$ cat src/rtl/nbody_pkg.sv
// nbody_pkg: shared widths, FP64 field layout and plot-streamer FSM states.
package nbody_pkg;

    localparam int BODIES          = 512;
    localparam int DATA_WIDTH      = 64;
    localparam int BODY_ADDR_WIDTH = $clog2(BODIES);

    // IEEE-754 binary64 field layout
    localparam int EXP_BIAS = 1023;
    localparam int EXP_W    = 11;
    localparam int MANT_W   = 52;

    // Signed screen-coordinate intermediate, wide enough that +-65535 plus a
    // half-screen offset never wraps.
    localparam int PIX_W   = 18;
    // Any unbiased exponent at or above this cannot land on a 16-bit screen.
    localparam int MAX_EXP = 16;

    typedef enum logic [2:0] {
        IDLE,
        FETCH,
        WAIT,
        EMIT,
        DONE
    } plot_state_t;

endpackage

$ cat src/rtl/f64_to_pixel.sv
// f64_to_pixel: combinational FP64 -> signed 18-bit integer, truncated toward
// zero after scaling by 2^SCALE_SHIFT. o_offscreen flags Inf/NaN or a
// magnitude too large for any screen coordinate.
module f64_to_pixel
    import nbody_pkg::*;
#(
    parameter int SCALE_SHIFT = 0
) (
    input  logic [DATA_WIDTH-1:0]   i_word,
    output logic signed [PIX_W-1:0] o_value,
    output logic                    o_offscreen
);

    localparam logic signed [13:0] EXP_ADJ   = 14'(SCALE_SHIFT - EXP_BIAS);
    localparam logic signed [13:0] EXP_LIMIT = 14'(MAX_EXP);
    localparam logic signed [13:0] MANT_TOP  = 14'(MANT_W);

    logic                    w_sign;
    logic [EXP_W-1:0]        w_exp;
    logic [MANT_W-1:0]       w_mant;
    logic signed [13:0]      w_e;
    logic [5:0]              w_sh;
    logic [15:0]             w_mag;

    assign w_sign = i_word[DATA_WIDTH-1];
    assign w_exp  = i_word[DATA_WIDTH-2 -: EXP_W];
    assign w_mant = i_word[MANT_W-1:0];
    assign w_e    = $signed({3'b000, w_exp}) + EXP_ADJ;

    // Decode exponent, shift the implicit-one significand down to an integer, apply sign.
    always_comb begin
        w_sh        = '0;
        w_mag       = '0;
        o_offscreen = (w_exp == '1);
        // Zero and denormals (exp field 0) and any |v| < 1 collapse to magnitude 0.
        if (w_exp != '0 && !w_e[13]) begin
            if (w_e >= EXP_LIMIT) begin
                o_offscreen = 1'b1;
            end else begin
                w_sh  = 6'(MANT_TOP - w_e);
                w_mag = 16'({1'b1, w_mant} >> w_sh);
            end
        end
        o_value = w_sign ? -$signed({2'b00, w_mag}) : $signed({2'b00, w_mag});
    end

endmodule

$ cat src/rtl/body_plot_streamer.sv
// body_plot_streamer: walks the x/y position RAMs once per start pulse, converts
// each body to a screen pixel, drops clipped bodies and streams the rest as
// valid/ready beats. Optional macro PLOT_CLIP_COUNT_EN adds a clip_count output.
module body_plot_streamer #(
    parameter int BODIES          = nbody_pkg::BODIES,
    parameter int DATA_WIDTH      = nbody_pkg::DATA_WIDTH,
    parameter int BODY_ADDR_WIDTH = $clog2(BODIES),
    parameter int SCREEN_W        = 640,
    parameter int SCREEN_H        = 480,
    parameter int SCALE_SHIFT     = 0,
    parameter int X_BITS          = $clog2(SCREEN_W),
    parameter int Y_BITS          = $clog2(SCREEN_H)
) (
    input  logic                       clk,
    input  logic                       rst,
    input  logic                       start,
    input  logic [BODY_ADDR_WIDTH-1:0] num_bodies,
    output logic [BODY_ADDR_WIDTH-1:0] rd_addr,
    input  logic [DATA_WIDTH-1:0]      x_data,
    input  logic [DATA_WIDTH-1:0]      y_data,
    output logic                       px_valid,
    input  logic                       px_ready,
    output logic [X_BITS-1:0]          px_x,
    output logic [Y_BITS-1:0]          px_y,
    output logic [BODY_ADDR_WIDTH-1:0] px_body,
    output logic                       busy,
    output logic                       frame_done
`ifdef PLOT_CLIP_COUNT_EN
    ,
    output logic [BODY_ADDR_WIDTH:0]   clip_count
`endif
);

    import nbody_pkg::*;

    localparam logic signed [PIX_W-1:0] HALF_W = PIX_W'(SCREEN_W / 2);
    localparam logic signed [PIX_W-1:0] HALF_H = PIX_W'(SCREEN_H / 2);
    localparam logic signed [PIX_W-1:0] LIM_W  = PIX_W'(SCREEN_W);
    localparam logic signed [PIX_W-1:0] LIM_H  = PIX_W'(SCREEN_H);

    plot_state_t                r_state;
    plot_state_t                w_state_next;
    logic [BODY_ADDR_WIDTH-1:0] r_idx;
    logic [BODY_ADDR_WIDTH-1:0] r_num;
    logic [X_BITS-1:0]          r_px_x;
    logic [Y_BITS-1:0]          r_px_y;
    logic [BODY_ADDR_WIDTH-1:0] r_px_body;

    logic [DATA_WIDTH-1:0]      w_word [2];
    logic signed [PIX_W-1:0]    w_val  [2];
    logic                       w_off  [2];
    logic signed [PIX_W-1:0]    w_sx;
    logic signed [PIX_W-1:0]    w_sy;
    logic                       w_offscreen;
    logic                       w_last;

    assign w_word[0] = x_data;
    assign w_word[1] = y_data;

    // Index 0 converts x, index 1 converts y.
    genvar gi;
    generate
        for (gi = 0; gi < 2; gi++) begin : g_conv
            f64_to_pixel #(
                .SCALE_SHIFT (SCALE_SHIFT)
            ) u_conv (
                .i_word      (w_word[gi]),
                .o_value     (w_val[gi]),
                .o_offscreen (w_off[gi])
            );
        end
    endgenerate

    // Screen y grows downward while simulation y grows upward, hence the subtraction.
    assign w_sx        = HALF_W + w_val[0];
    assign w_sy        = HALF_H - w_val[1];
    assign w_offscreen = w_off[0] | w_off[1]
                       | w_sx[PIX_W-1] | (w_sx >= LIM_W)
                       | w_sy[PIX_W-1] | (w_sy >= LIM_H);
    assign w_last      = (r_idx == r_num - 1'b1);

    // The RAM address simply follows the body index; it only moves between bodies.
    assign rd_addr    = r_idx;
    assign px_valid   = (r_state == EMIT);
    assign busy       = (r_state != IDLE);
    assign frame_done = (r_state == DONE);
    assign px_x       = r_px_x;
    assign px_y       = r_px_y;
    assign px_body    = r_px_body;

    // State register.
    always_ff @(posedge clk) begin
        if (rst) begin
            r_state <= IDLE;
        end else begin
            r_state <= w_state_next;
        end
    end

    // Next-state logic: FETCH presents the address, WAIT sees RAM data and decides.
    always_comb begin
        w_state_next = r_state;
        case (r_state)
            IDLE: begin
                if (start) begin
                    w_state_next = (num_bodies == '0) ? DONE : FETCH;
                end
            end
            FETCH: begin
                w_state_next = WAIT;
            end
            WAIT: begin
                if (!w_offscreen) begin
                    w_state_next = EMIT;
                end else begin
                    w_state_next = w_last ? DONE : FETCH;
                end
            end
            EMIT: begin
                if (px_ready) begin
                    w_state_next = w_last ? DONE : FETCH;
                end
            end
            DONE: begin
                w_state_next = IDLE;
            end
            default: begin
                w_state_next = IDLE;
            end
        endcase
    end

    // Datapath: latch frame length, capture converted pixel, advance body index.
    always_ff @(posedge clk) begin
        if (rst) begin
            r_idx     <= '0;
            r_num     <= '0;
            r_px_x    <= '0;
            r_px_y    <= '0;
            r_px_body <= '0;
        end else begin
            case (r_state)
                IDLE: begin
                    if (start) begin
                        r_idx <= '0;
                        r_num <= num_bodies;
                    end
                end
                WAIT: begin
                    r_px_x    <= w_sx[X_BITS-1:0];
                    r_px_y    <= w_sy[Y_BITS-1:0];
                    r_px_body <= r_idx;
                    if (w_offscreen && !w_last) begin
                        r_idx <= r_idx + 1'b1;
                    end
                end
                EMIT: begin
                    if (px_ready && !w_last) begin
                        r_idx <= r_idx + 1'b1;
                    end
                end
                default: begin
                end
            endcase
        end
    end

`ifdef PLOT_CLIP_COUNT_EN
    logic [BODY_ADDR_WIDTH:0] r_clip_count;

    // Count clipped bodies for the current frame; value persists after the frame.
    always_ff @(posedge clk) begin
        if (rst) begin
            r_clip_count <= '0;
        end else if (r_state == IDLE && start) begin
            r_clip_count <= '0;
        end else if (r_state == WAIT && w_offscreen) begin
            r_clip_count <= r_clip_count + 1'b1;
        end
    end

    assign clip_count = r_clip_count;
`endif

endmodule

$ cat config.mk
export PLATFORM = sky130hd
export DESIGN_NAME = body_plot_streamer
export DESIGN_NICKNAME = d
export VERILOG_FILES = /design/src/rtl/nbody_pkg.sv /design/src/rtl/f64_to_pixel.sv /design/src/rtl/body_plot_streamer.sv
export SDC_FILE = /design/constraint.sdc
export NUM_CORES = 1
export LEC_CHECK = 0
export CELL_PAD_IN_SITES_DETAIL_PLACEMENT = 1
export CELL_PAD_IN_SITES_GLOBAL_PLACEMENT = 2
export CORE_UTILIZATION = 28
export CTS_CLUSTER_SIZE = 8
export DETAILED_ROUTE_END_ITERATION = 10
export MAX_ROUTING_LAYER = met4
export PLACE_DENSITY = 0.85
export SETUP_SLACK_MARGIN = 0.2
export SLEW_MARGIN = 20
export SYNTH_ARGS = -nofsm -noshare
export SYNTH_HDL_FRONTEND = slang
export SYNTH_HIERARCHICAL = 1
export SYNTH_SLANG_ARGS = --single-unit
export TNS_END_PERCENT = 10
$ cat constraint.sdc
create_clock -name clk -period 6.9 [get_ports clk]
set_input_delay 1.38 -clock clk [delete_from_list [all_inputs] [get_ports clk]]
set_output_delay 1.38 -clock clk [all_outputs]
set_load 0.01 [all_outputs]
-- After elaboration in Yosys (flattened, before gate mapping)
Cells that the tools add are included.
- register bits: 49
- bits of input ports: 141
- output and inout bits: 40
- word-level logic and storage cells: 74
- add/sub/neg operators: 10
- order comparisons: 4
- equality and inequality tests: 11
- shift operators: 2
- muxes and demuxes: 20
- bitwise operators: 5
- reductions and logical operators: 16
- operator list (operator ; count):
    53-bit by 6-bit right shift with 16-bit output ; 2
    16-bit two-way mux ; 4
    18-bit two-way mux ; 2
    16-bit negator with 18-bit output ; 2
    9-bit two-way mux ; 3
    9-bit one-hot mux with 3 select lines ; 1
    12-bit by 11-bit adder with 13-bit output, second input constant ; 2
    13-bit by 6-bit greater-or-equal comparator with 1-bit output, second input constant ; 2
    11-bit equality test, second input constant ; 2
    11-bit nonzero test ; 2
    10-bit by 18-bit adder with 18-bit output, first input constant ; 1
    18-bit by 10-bit greater-or-equal comparator with 1-bit output, second input constant ; 1
    18-bit by 11-bit greater-or-equal comparator with 1-bit output, second input constant ; 1
    9-bit by 18-bit subtractor with 18-bit output, first input constant ; 1
    3-bit two-way mux ; 5
    3-bit one-hot mux with 4 select lines ; 1
    5-bit by 6-bit subtractor with 6-bit output, first input constant ; 2
    9-bit by 1-bit adder with 9-bit output, second input constant ; 1
    9-bit equality test ; 1
    9-bit logical NOT ; 1
    9-bit by 1-bit subtractor with 9-bit output, second input constant ; 1
    3-bit by 2-bit equality test with 1-bit output, second input constant ; 2
    3-bit nonzero test ; 2
    1-bit OR ; 5
    other kinds (10) ; 21

-- Logic depth before layout (Yosys ltp)
Gate-level depths: netlist of run 1.
- depth in word-level cells: 15
- depth in mapped cells: 29
- mapped depth without buffers: 22

-- Modules after synthesis
Netlist of run 1, hierarchy kept.
- modules (own cells, without submodules) (module ; instances ; cells each ; area each (sq um) ; sequential area each (sq um)):
    f64_to_pixel ; 2 ; 353 ; 2972.9 ; 0.0
    body_plot_streamer ; 1 ; 400 ; 3027.9 ; 980.9

-- Least setup slack after synthesis of run 1
No wires, ideal clock.
- path type: input to register
- from: in x_data[52]
- to: reg r_idx[3], in the netlist rd_addr[3]
- setup time: 115 ps
- arrival: 6746 ps
- data required time: 6785 ps
- path slack: 39 ps
- stages: 25
- buffers on the path: 6
- cells stage by stage: buf_6 buf_6 buf_4 inv_1 ha_1 buf_6 buf_2 mux4_2 mux4_2 a221o_1 nand2_1 ha_1 o21ai_2 or4_4 nand2_1 xor2_1 o2111ai_1 xor2_1 o21ai_0 a2111o_1 nor4_4 or3_1 buf_6 nor3b_2 a31o_1
- RTL lines (what ; line ; RTL):
    start: declaration ; body_plot_streamer.sv:19 ; input logic [DATA_WIDTH-1:0] x_data,
    end signal: assignment ; body_plot_streamer.sv:154 ; r_idx <= r_idx + 1'b1;
    end signal: assignment ; body_plot_streamer.sv:159 ; r_idx <= r_idx + 1'b1;
    end: declaration ; body_plot_streamer.sv:43 ; logic [BODY_ADDR_WIDTH-1:0] r_idx;

==> results.sh, run 1 <==
export IMPL_synth_edff_count=0
export IMPL_use_met1=0.268
export IMPL_dpl_hpwl_mm=26.1
export IMPL_status="complete, no violations"
export IMPL_top_usage_layer="met2"
export IMPL_clockPowerShare=0.188
export IMPL_max_freq_ghz=0.156
export IMPL_finalCritPeriodShare=0.928
export IMPL_critPathLaunchType="input pin"
export IMPL_grt_antenna_before_repair=2
export IMPL_dieArea_um2=32800
export IMPL_cts_sinks=49
export IMPL_instances_no_fill=1785
export IMPL_max_stage_delay_ns=0.69
export IMPL_routedWlPerCell_um=18.6
export IMPL_max_clock_path_buffers=2
export IMPL_hold_class="reg2reg"
export IMPL_grt_util_met2=0.337
export IMPL_avgSynthCellArea_um2=8.11
export IMPL_grt_overflow_total=0
export IMPL_io_buffers=170
export IMPL_path_max_fanout=8
export IMPL_die_h_um=181
export IMPL_p_switching_mw=0.592
export IMPL_pwr_density_cell_nw_per_um2=119
export IMPL_swShare=0.387
export IMPL_ant_nets=0
export IMPL_cts_max_level=2
export IMPL_hold_viol=0
export IMPL_grt_pass1_wl_mm=53.6
export IMPL_synth_seq_cells=49
export IMPL_setup_viol=0
export IMPL_fin_crit_ns=6.40
export IMPL_syn_nets=1261
export IMPL_grt_pass1_vias=10200
export IMPL_ys_dominant_reg_cell="dfxtp_1"
export IMPL_worstPathCellList="clkdlybuf4s50_1, or4b_2, nor4b_1, o211a_1, a21o_2, nand2_1, o21bai_2, nand2b_1, or4_4, buf_4, a21oi_1, o22ai_1, nand4_1, or3_1, nand4_1, a211o_1, nor4_4, buf_4, or3_4, buf_4, o32ai_1"
export IMPL_synth_top_area_share=0.231
export IMPL_p_int_mw=0.935
export IMPL_holdWs_ns=0.455
export IMPL_synth_seq_area_share=0.109
export IMPL_fp_coreArea_um2=31600
export IMPL_synth_top_cell_by_area="mux4_2"
export IMPL_cts_tree="done"
export IMPL_rsz0062_at_grt="no"
export IMPL_gp_congestion=0.942
export IMPL_wl_mm=33.1
export IMPL_drive_above_1_share=0.305
export IMPL_vias=10100
export IMPL_yosys_top_cells_area="mux4_2 23%, dfxtp_1 11%, nand2_1 5.9%"
export IMPL_clock_latency_ns=0.29
export IMPL_nets=1535
export IMPL_yosys_warnings=6
export IMPL_p_total_mw=1.53
export IMPL_leakagePower_nw=4.80
export IMPL_fin_skew_ns=0.00503
export IMPL_syn_area_um2=8970
export IMPL_holdBufCountCts=0
export IMPL_rows=65
export IMPL_drv_slew=0
export IMPL_drc_errors=0
export IMPL_crit_path_top_delay_cell="or4b_2"
export IMPL_die_x_um=181
export IMPL_drt_iter0_drc=448
export IMPL_drt_pass1_iter_count=5
export IMPL_cts_buffers=5
export IMPL_drv_cap=0
export IMPL_yosys_cell_types_count=87
export IMPL_synth_most_common_cell="nand2_1"
export IMPL_seqPwrFrac=0.204
export IMPL_crit_arrival_ns=6.60
export IMPL_placed_cells=1750
export IMPL_required_ns=7.10
export IMPL_clkSlewWorstSetupHoldPaths_ns=0.06
export IMPL_slew_headroom=0.390
export IMPL_vias_per_cell=5.64
export IMPL_grt_max_degree=53
export IMPL_ios=181
export IMPL_synth_common_cells="142 x nand2_1, 104 x nor2_1, 92 x mux4_2"
export IMPL_r2r_setup_slack_ns=3.95
export IMPL_areaGrowthSynthToFinish_pct=43.4
export IMPL_worst_path_most_repeated_cell="buf_4"
export IMPL_syn_inst=1106
export IMPL_grt_use_met3=0.0103
export IMPL_synthArstFlopShare=0
export IMPL_crit_path_end_kind="flop"
export IMPL_ir_drop_mv=0.0849
export IMPL_cts_root_buf="clkbuf_16"
export IMPL_initial_core_util=0.284
export IMPL_path_class="in2reg"
export IMPL_grt_usage=0.202
export IMPL_worst_pin_slew_ns=0.915
export IMPL_comb_power_share=0.607
[worst paths after layout]
kind,start,to,depth (start not counted)
worst max-delay path,x_data[62],rd_addr[7],21
worst min-delay path,px_y[7],px_y[7],2
worst max register to register,r_num[0],rd_addr[5],10
worst min register to register,px_y[7],px_y[7],2
[repair_timing]
action / 4_1_cts / 5_1_grt
endpoints found under the hold margin: 0 / 0
pin swaps: 1 / 39
setup endpoints to repair: 12 / 12
gates cloned: 0 / 1
buffers inserted: 1 / 23
gates resized for setup: 7 / 103
[cell families after synthesis]
| group | Yosys count | share of synthesized area |
|---|---|---|
| adder cells (fa/ha/maj) | 14 | 0.0195 |
| AO/OA/AOI/OAI | 301 | 0.232 |
| buffers and inverters | 121 | 0.0662 |
| XOR/XNOR | 50 | 0.0488 |
| AND/OR/NAND/NOR | 446 | 0.255 |
| flip-flops | 49 | 0.109 |
| multiplexers | 125 | 0.269 |
[metal layers]
| metal | vias up | part of all wire |
|---|---|---|
| met4 | 0 | 0.020 |
| met3 | 41 | 0.029 |
| li1 | 4792 | - |
| met5 | - | 0 |
| met2 | 206 | 0.49 |
| met1 | 5030 | 0.46 |
[worst max-delay path: cells and delay by family]
kind | cells | cell delay, ns
AO/OA/AOI/OAI | 7 | 1.40
buffers and inverters | 4 | 1.01
AND/OR/NAND/NOR | 10 | 2.79
[sequential cells by signal, summed over array words and instances, names as in the netlist]
signal	count
px_body	9
px_x	10
px_y	9
r_num	9
r_state	3
rd_addr	9
[layout make-up]
class / instances / area (um^2)
timing repair buffer: 355 / 3140
clock inverter: 1 / 30.0
sequential: 49 / 981
fill: 3750 / 18700
clock buffer: 7 / 143
antenna: 2 / 5.00
inverter: 33 / 124
multi-input combinational: 936 / 7940
tap: 402 / 503
[through the flow]
| step | TNS (ns) | instance area (um^2) | worst slack (ns) | util |
|---|---|---|---|---|
| after global routing | 0 | 12900 | 0.282 | 0.408 |
| final | 0 | 12900 | 0.499 | 0.408 |
| after CTS | 0 | 12200 | 0.183 | 0.386 |
| after floorplan | 0 | 9030 | 0.206 | - |
| after detailed placement | -2.81 | 11900 | -0.321 | 0.379 |
| after global placement | -1.78 | 11900 | -0.237 | 0.379 |
[power groups by stage]
| stage | registers (mW) | logic (mW) | clock network (mW) |
|---|---|---|---|
| after global placement | 0.318 | 0.847 | 0 |
| after detailed placement | 0.319 | 0.868 | 0 |
| after CTS | 0.313 | 0.876 | 0.294 |
| after global routing | 0.314 | 1.00 | 0.303 |
| after floorplan | 0.315 | 0.546 | 0 |
| final | 0.312 | 0.927 | 0.287 |
[cell usage in the layout (no fill, tap or decap), drive strengths merged, types with 6 or more instances in the layout]
cell,count
nor3b,9
or2,6
a211oi,17
o211ai,24
inv,33
a221oi,8
a31oi,10
and2,11
nor4,31
o21ai,44
nor2b,10
mux4,92
mux2i,24
buf,186
o211a,7
xor2,25
or4,6
clkbuf,8
ha,14
nand2,146
o21a,13
o22ai,19
and3,6
or3,11
o31ai,8
nor3,37
nor2,109
clkdlybuf4s50,166
a211o,6
a21oi,87
mux2,9
nand4,10
nand3,24
nand2b,14
dfxtp,49
xnor2,25
Note: power is estimated with default switching activity, not from simulation.
==> inputs of run 2 (changes only) <==
- REMOVE_ABC_BUFFERS: default -> 1
==> run 2 against run 1 <==
Effect of this change:
- final cell count rose by 1.4%
- clock power fell by 14%
- critical path type unchanged
- first-iteration DRC count rose by 11%
- maximum frequency fell by 2.5%
- clock skew rose by 0.00085 ns
- core utilization rose by 0.38 points
- count of clock-buffer cells in the layout fell by 1
==> results.sh, run 2 (synthesized netlist as in run 1, its figures left out) <==
export IMPL_grt_pass1_wl_mm=54.1
export IMPL_leakagePower_nw=4.88
export IMPL_vias=10300
export IMPL_worst_pin_slew_ns=1.04
export IMPL_ios=181
export IMPL_hold_class="reg2reg"
export IMPL_routedWlPerCell_um=18.8
export IMPL_setup_viol=0
export IMPL_vias_per_cell=5.66
export IMPL_crit_buf_inv=4
export IMPL_dpl_hpwl_mm=26.7
export IMPL_pwr_density_cell_nw_per_um2=116
export IMPL_p_total_mw=1.51
export IMPL_drv_cap=0
export IMPL_rows=65
export IMPL_crit_path_end_kind="flop"
export IMPL_grt_overflow_total=0
export IMPL_drt_iter0_drc=497
export IMPL_gp_congestion=0.885
export IMPL_status="complete, no violations"
export IMPL_max_freq_ghz=0.152
export IMPL_required_ns=7.08
export IMPL_worstPathCellList="clkdlybuf4s50_1, buf_4, buf_4, mux4_2, a221o_1, nand2_2, ha_4, o21ai_2, or4_4, o31a_1, o21ai_1, nor4_2, xor2_1, nand4b_1, a2111o_1, nor4_4, buf_4, or3_4, nor3b_2, a31o_1"
export IMPL_drt_pass1_iter_count=5
export IMPL_clock_latency_ns=0.29
export IMPL_critPathLaunchType="input pin"
export IMPL_fin_crit_ns=6.56
export IMPL_crit_arrival_ns=6.75
export IMPL_holdWs_ns=0.454
export IMPL_grt_max_degree=46
export IMPL_max_stage_delay_ns=0.72
export IMPL_stdcell_area_um2=13000
export IMPL_antennaDiodeCount=0
export IMPL_grt_usage=0.204
export IMPL_path_max_fanout=21
export IMPL_die_x_um=181
export IMPL_finalCritPeriodShare=0.951
export IMPL_crit_path_top_delay_cell="clkdlybuf4s50_1"
export IMPL_drive_above_1_share=0.310
export IMPL_io_buffers=170
export IMPL_rsz0062_at_grt="no"
export IMPL_hold_viol=0
export IMPL_final_cell_mix="203 x buf_4, 166 x clkdlybuf4s50_1, 135 x nand2_1"
export IMPL_max_clock_path_buffers=2
export IMPL_fp_coreArea_um2=31600
export IMPL_ant_nets=0
export IMPL_ir_drop_mv=0.0966
export IMPL_place_area_um2=12100
export IMPL_cts_sinks=49
export IMPL_drc_errors=0
export IMPL_layout_commonest_cell="buf_4"
export IMPL_initial_core_util=0.284
export IMPL_grt_pass1_vias=10500
export IMPL_cts_buffers=5
export IMPL_worst_path_most_repeated_cell="buf_4"
export IMPL_crit_family="buffers and inverters"
export IMPL_cts_tree="done"
export IMPL_path_class="in2reg"
export IMPL_nets=1562
export IMPL_fin_skew_ns=0.00588
export IMPL_dieArea_um2=32800
export IMPL_cts_root_buf="clkbuf_16"
export IMPL_grt_antenna_before_repair=0
export IMPL_wl_mm=34.0
export IMPL_largest_reg_flops=10
export IMPL_die_h_um=181
export IMPL_final_util=0.412
export IMPL_drv_slew=0
export IMPL_clkSlewWorstSetupHoldPaths_ns=0.07
export IMPL_slew_headroom=0.309
export IMPL_areaGrowthSynthToFinish_pct=44.8
export IMPL_cts_max_level=2
-- run 2: tightest hold or removal path: cells and delay by family (launching register included) --
| kind | cells | cell delay [ns] |
|---|---|---|
| AO/OA/AOI/OAI | 1 | 0.05 |
| flip-flops | 1 | 0.31 |
| AND/OR/NAND/NOR | 1 | 0.05 |
-- run 2: timing repair --
item | CTS | global route
pin swaps | 1 | 37
hold buffers | 0 | 0
setup buffers | 2 | 23
gates resized for setup | 13 | 88
endpoints found under the setup margin | 12 | 12
-- run 2: cell type report --
type                    instances  area [um^2]
well taps                     402          503
fillers                      3698        18600
clock buffers                   6          129
flip-flops and latches         49          981
multi-input cells             936         7900
repair buffers                382         3340
inverters                      33          124
clock inverters                 2         15.0
-- run 2: power breakdown --
part / switching (mW) / internal, mW / leakage [nW] / total [mW]
sequential: 0.0160 / 0.297 / 0.398 / 0.313
combinational: 0.476 / 0.474 / 4.42 / 0.950
clock: 0.111 / 0.135 / 0.0631 / 0.246
total: 0.604 / 0.905 / 4.88 / 1.51
-- run 2: final timing paths --
| path | slack (ns) | end | from | cells past startpoint |
|---|---|---|---|---|
| setup reg to reg | 4.08 | rd_addr[3] | r_num[0] | 10 |
| hold / removal | 0.45 | px_y[6] | px_y[6] | 2 |
| setup / recovery | 0.34 | rd_addr[3] | y_data[54] | 20 |
| hold reg to reg | 0.45 | px_y[6] | px_y[6] | 2 |
-- run 2: layer usage --
metal	global-route usage	up-vias	part of all wire
met1	0.249	5091	0.43
met3	0.0165	61	0.030
met4	0.0525	0	0.022
met5	-	-	0
met2	0.359	257	0.51
li1	-	4842	-
-- run 2: through the flow --
step / TNS, ns / cells / setup slack [ns]
2_1_floorplan: -9.18 / 1018 / -0.929
3_5_place_dp: -3.50 / 1777 / -0.443
3_3_place_gp: -1.48 / 1777 / -0.262
5_1_grt: 0 / 1810 / 0.159
4_1_cts: 0 / 1787 / 0.208
6_report: 0 / 1810 / 0.336
